$ cat config.mk
export PLATFORM = sky130hd
export DESIGN_NAME = stopwatch_ctrl_flat
export DESIGN_NICKNAME = d
export VERILOG_FILES = /design/src/rtl/stopwatch_ctrl_if.sv /design/src/rtl/stopwatch_ctrl.sv /design/src/flat_wrapper.sv
export SDC_FILE = /design/constraint.sdc
export NUM_CORES = 1
export LEC_CHECK = 0
export BUFFER_PORTS_ARGS = -buffer_cell sky130_fd_sc_hd__buf_2
export CORE_AREA = 2 2 39 41
export DETAILED_ROUTE_END_ITERATION = 8
export DIE_AREA = 0 0 41 43
export PLACE_DENSITY = 0.69
export SETUP_SLACK_MARGIN = 0.2
export SYNTH_ARGS = -nofsm -noshare
export SYNTH_HDL_FRONTEND = slang
export SYNTH_SLANG_ARGS = --single-unit
$ cat constraint.sdc
create_clock -name clk -period 1.4 [get_ports clk]
set_clock_uncertainty 0.15 [all_clocks]
set_input_delay 0.42 -clock clk [delete_from_list [all_inputs] [get_ports clk]]
set_output_delay 0.42 -clock clk [all_outputs]
set_load 0.02 [all_outputs]
$ cat src/rtl/stopwatch_ctrl_if.sv
// Button and command bundle between the debouncers, the stopwatch controller and the datapath.
interface stopwatch_ctrl_if;
  logic       i_btn_run;
  logic       i_btn_clear;
  logic       i_btn_lap;
  logic       o_run;
  logic       o_clear;
  logic       o_lap;
  logic [1:0] o_state;

  modport master (
    output i_btn_run, i_btn_clear, i_btn_lap,
    input  o_run, o_clear, o_lap, o_state
  );

  modport slave (
    input  i_btn_run, i_btn_clear, i_btn_lap,
    output o_run, o_clear, o_lap, o_state
  );
endinterface

$ cat src/rtl/stopwatch_ctrl.sv
// Stopwatch control FSM: turns debounced button edges into run, clear and lap-freeze commands.
//
// state  | meaning
// STOP   | counter halted, display live
// RUN    | counter enabled
// CLEAR  | counter clear pulse held for CLEAR_CYCLES cycles
// LAP    | counter enabled, display frozen
module stopwatch_ctrl #(
  parameter int CLEAR_CYCLES = 4
) (
  input logic             clk,
  input logic             rst,
  stopwatch_ctrl_if.slave bus
);

  localparam int CW = $clog2(CLEAR_CYCLES + 1);
  localparam logic [CW-1:0] CLR_LAST = CW'(CLEAR_CYCLES - 1);

  typedef enum logic [1:0] {
    ST_STOP  = 2'b00,
    ST_RUN   = 2'b01,
    ST_CLEAR = 2'b10,
    ST_LAP   = 2'b11
  } state_t;

  // bit order {lap, clear, run}
  logic [2:0] btn_q;
  logic [2:0] btn_qq;
  logic [2:0] evt;

  state_t        state, state_nxt;
  logic [CW-1:0] clr_cnt, clr_cnt_nxt;
  logic          run_nxt, clear_nxt, lap_nxt;
  logic          run_r, clear_r, lap_r;

  // Event is registered so a button edge reaches the state register two clocks after sampling.
  always_ff @(posedge clk or negedge rst) begin
    if (!rst) begin
      btn_q  <= '0;
      btn_qq <= '0;
      evt    <= '0;
    end else begin
      btn_q  <= {bus.i_btn_lap, bus.i_btn_clear, bus.i_btn_run};
      btn_qq <= btn_q;
      evt    <= btn_q & ~btn_qq;
    end
  end

  always_ff @(posedge clk or negedge rst) begin
    if (!rst) begin
      state   <= ST_STOP;
      clr_cnt <= '0;
      run_r   <= 1'b0;
      clear_r <= 1'b0;
      lap_r   <= 1'b0;
    end else begin
      state   <= state_nxt;
      clr_cnt <= clr_cnt_nxt;
      run_r   <= run_nxt;
      clear_r <= clear_nxt;
      lap_r   <= lap_nxt;
    end
  end

  always_comb begin
    state_nxt   = state;
    clr_cnt_nxt = '0;
    case (state)
      ST_STOP: begin
        if (evt[0])      state_nxt = ST_RUN;
        else if (evt[1]) state_nxt = ST_CLEAR;
      end
      ST_RUN: begin
        if (evt[0])      state_nxt = ST_STOP;
        else if (evt[2]) state_nxt = ST_LAP;
      end
      ST_LAP: begin
        if (evt[0])      state_nxt = ST_STOP;
        else if (evt[2]) state_nxt = ST_RUN;
      end
      ST_CLEAR: begin
        if (clr_cnt == CLR_LAST) state_nxt = ST_STOP;
        else                     clr_cnt_nxt = clr_cnt + CW'(1);
      end
      default: state_nxt = ST_STOP;
    endcase
  end

  // Outputs decoded from the next state and registered alongside it, so they track state glitch-free.
  always_comb begin
    run_nxt   = (state_nxt == ST_RUN) || (state_nxt == ST_LAP);
    clear_nxt = (state_nxt == ST_CLEAR);
    lap_nxt   = (state_nxt == ST_LAP);
  end

  assign bus.o_run   = run_r;
  assign bus.o_clear = clear_r;
  assign bus.o_lap   = lap_r;
  assign bus.o_state = state;

endmodule

$ cat src/flat_wrapper.sv
// flat-port wrapper written by rule: the top's interface ports become plain ports
module stopwatch_ctrl_flat 
#(
  parameter int CLEAR_CYCLES = 4
)
  (clk, rst, bus_i_btn_run, bus_i_btn_clear, bus_i_btn_lap, bus_o_run, bus_o_clear, bus_o_lap, bus_o_state);
  stopwatch_ctrl_if bus_i ();
  input logic clk;
  input logic rst;
  input wire logic [$bits(bus_i.i_btn_run)-1:0] bus_i_btn_run;
  input wire logic [$bits(bus_i.i_btn_clear)-1:0] bus_i_btn_clear;
  input wire logic [$bits(bus_i.i_btn_lap)-1:0] bus_i_btn_lap;
  output wire logic [$bits(bus_i.o_run)-1:0] bus_o_run;
  output wire logic [$bits(bus_i.o_clear)-1:0] bus_o_clear;
  output wire logic [$bits(bus_i.o_lap)-1:0] bus_o_lap;
  output wire logic [$bits(bus_i.o_state)-1:0] bus_o_state;
  assign bus_i.i_btn_run = bus_i_btn_run;
  assign bus_i.i_btn_clear = bus_i_btn_clear;
  assign bus_i.i_btn_lap = bus_i_btn_lap;
  assign bus_o_run = bus_i.o_run;
  assign bus_o_clear = bus_i.o_clear;
  assign bus_o_lap = bus_i.o_lap;
  assign bus_o_state = bus_i.o_state;
  stopwatch_ctrl #(.CLEAR_CYCLES(CLEAR_CYCLES)) u_core (.clk(clk), .rst(rst), .bus(bus_i));
endmodule
==> results by group <==
STA
  • Fin crit share: 101%
  • Final hold violation count: 0
  • # setup viols final: 1
  • RSZ-0062 raised after global routing: yes
  • Final min period: 1.42 ns
  • Pins Over Slew Limit: 0
  • Max-slew headroom: about three quarters
  • Setup TNS: -0.0157 ns
  • Worst Max-Slew Pin Slew: about 0.37 ns
  • Fmax: between 0.7 and 0.8 GHz
  • Hold WS: about 0.082 ns
  • Final WS setup: -0.0157 ns

Floorplanning
  • Placeable Area: between 0.001 and 0.0015 mm²
  • Core Rows: 14
  • I/O pins: 10
  • Die X: just over 40 µm
  • Die H: between 40 and 50 µm
  • Initial core utilization: approximately two fifths
  • Die area: 0.00176 mm²

Global routing
  • Congestion Overflow GR: 0
  • First-pass GRT wire length: 1500 µm
  • Vias in the first global route: around 360
  • Initial antenna violation count: 0
  • Largest net degree at the start of global routing: 18
  • GRT Total Usage: between 10 and 15%

Route
  • DRT Pass-1 Iters: 4
  • Vias/cell: 4.68
  • DRT antenna net count: 0
  • Post-DR wirelength/cell: ~14 µm
  • Vias: between 300 and 400
  • DRT Wirelength: ~1000 µm
  • DRT iter0 DRCs: 4
  • Drt drc: 0

Synthesis
  • Sequential area share after synthesis: around three quarters
  • Syn_area_per_cell: 14.7 µm²
  • Netlist cell types: 16
  • Net Count, Synth: 45
  • Ys Warns: 0
  • Largest area contributor in the netlist: dfrtp_1
  • Share of the synthesized area in the top cell type: 74.4%
  • Primary FF master, synth: dfrtp_1
  • Synth async-reset ratio: 100%
  • Mapped Cells: 39
  • Most frequent cell after synthesis: dfrtp_1
  • Top post-synthesis cells by count: dfrtp_1, nor2_1, nor2b_1
  • EDFF count, synth: 0
  • Synth area leaders: dfrtp_1, nor2b_1, mux2_4
  • Syn Std Cell Area: 572 µm²
  • Synth Register Bits: 17

Min path
  • Hold WC Path Type: input port to flip-flop

Critical path
  • Worst path slowest cell: dfrtp_2
  • Worst path max stage delay: about 0.43 ns
  • CP top delay family: flip-flops
  • Critical path class: flip-flop to output pin
  • Reg2reg setup slack: roughly 0.010 ns
  • WP buf/inv: 1
  • Critical path cell sequence: buf_6
  • Highest net fanout along the worst path: 2
  • Worst Setup End Kind: output pin
  • WP data arrival: 0.85 ns
  • Crit start category: flip-flop
  • Worst Path Required: just over 0.8 ns

Clock network
  • Clk Tree Root Cell: clkbuf_4
  • CTS tree: yes
  • H-tree depth: 1
  • Clock transition at path regs: ~0.1 ns
  • Inserted Clock Buffers: 3
  • Clock latency at the later pin of the worst-skew pair: around 0.28 ns
  • Total clock sinks: 17
  • Clk buf depth: 2

Final layout
  • Design area: 807 µm²
  • Layout area overhead: 41.1%
  • Fin nets: 65
  • Utilization after layout: 58.3%
  • Share of cells above drive strength 1: 51.7%
  • # diodes: 0

Pwr
  • Peak supply drop: 0.732 mV
  • Cell Pwr Density: about 1900 mW/mm²
  • P_leak: roughly 0.37 nW

Placement
  • Dpl hpwl: 565 µm
  • RePlAce Congestion: 0.569
  • Port Buffers: 9
  • Placed cell area: 638 µm²
  • DP Worst Slack: around 0.20 ns

Run
  • Max_cap viols: 0

Run status
  • Failing checks: setup timing
  • Status: complete, but fails checks
[per-stage QoR]
step,instances,total power (W)
detailed placement,64,0.000992
floorplan,39,0.000879
finish,74,0.00157
CTS,71,0.00138
global route,74,0.00168
global placement,64,0.000986
[worst paths after layout]
| kind | start | end | cells after the start |
|---|---|---|---|
| max | u_core.bus.o_state[1] | bus_o_state[1] | 1 |
| min | bus_i_btn_clear | u_core.btn_q[1] | 1 |
| max reg2reg | u_core.bus.o_state[0] | u_core.bus.o_state[1] | 5 |
| min reg2reg | u_core.btn_q[2] | u_core.btn_qq[2] | 0 |
| max in group asynchronous | rst | u_core.bus.o_state[0] | 2 |
| min in group asynchronous | rst | u_core.evt[2] | 2 |
[logic make-up (layout without fill, tap and decap cells)]
| kind of cell | Yosys count | after routing | share of synthesized area, % |
|---|---|---|---|
| simple gates | 14 | 14 | 14.0 |
| compound gates | 4 | 4 | 4.60 |
| xor+xnor | 1 | 1 | 1.53 |
| flops | 17 | 17 | 74.4 |
| buf+inv | 1 | 20 | 0.656 |
| mux | 1 | 1 | 2.63 |
| fa+ha+maj | 1 | 1 | 2.19 |
[cell type report]
cell class	instances	area [µm²]
Clock buffer	4	26.3
Fill cell	105	577
Inverter	1	6.26
Multi-Input combinational cell	21	195
Sequential cell	17	428
Tap cell	16	20.0
Timing Repair Buffer	15	131
[layout by cell type (no fill, tap or decap), types with 2 or more instances in the layout]
cell / n
clkbuf_4: 3
buf_2: 4
nor2_1: 3
o21ai_2: 2
dfrtp_2: 2
nor2b_1: 3
buf_6: 7
dfrtp_1: 15
buf_4: 3
[state kept, by name, summed over array words and instances, names as in the netlist]
| name | count |
|---|---|
| u_core.bus.o_run | 1 |
| u_core.bus.o_lap | 1 |
| u_core.bus.o_state | 2 |
| u_core.btn_q | 3 |
| u_core.btn_qq | 3 |
| u_core.bus.o_clear | 1 |
| u_core.evt | 3 |
| u_core.clr_cnt | 3 |
[what timing repair did]
action,4_1_cts,5_1_grt
pin swaps,0,5
hold buffers,1,0
buffers inserted,2,3
gates resized for setup,11,16
endpoints found under the setup margin,5,8
endpoints found under the hold margin,17,0
[per-layer routing]
metal	wire [µm]	part of all wire [%]	vias to the layer above	global-route usage, %
met5	0	0	-	0
met4	0	0	0	10.0
met3	35	3.4	0	4.71
met2	536	51	10	19.7
met1	470	45	169	15.3
li1	-	-	167	-
[report_power, final]
| part | total [W] | internal [W] | switching [W] | leakage, nW |
|---|---|---|---|---|
| clock | 0.000254 | 0.000111 | 0.000144 | 0.0150 |
| combinational | 0.000674 | 0.000341 | 0.000334 | 0.142 |
| sequential | 0.000640 | 0.000588 | 0.0000520 | 0.210 |
| total | 0.00157 | 0.00104 | 0.000529 | 0.367 |
Note: power is estimated with default switching activity, not from simulation.
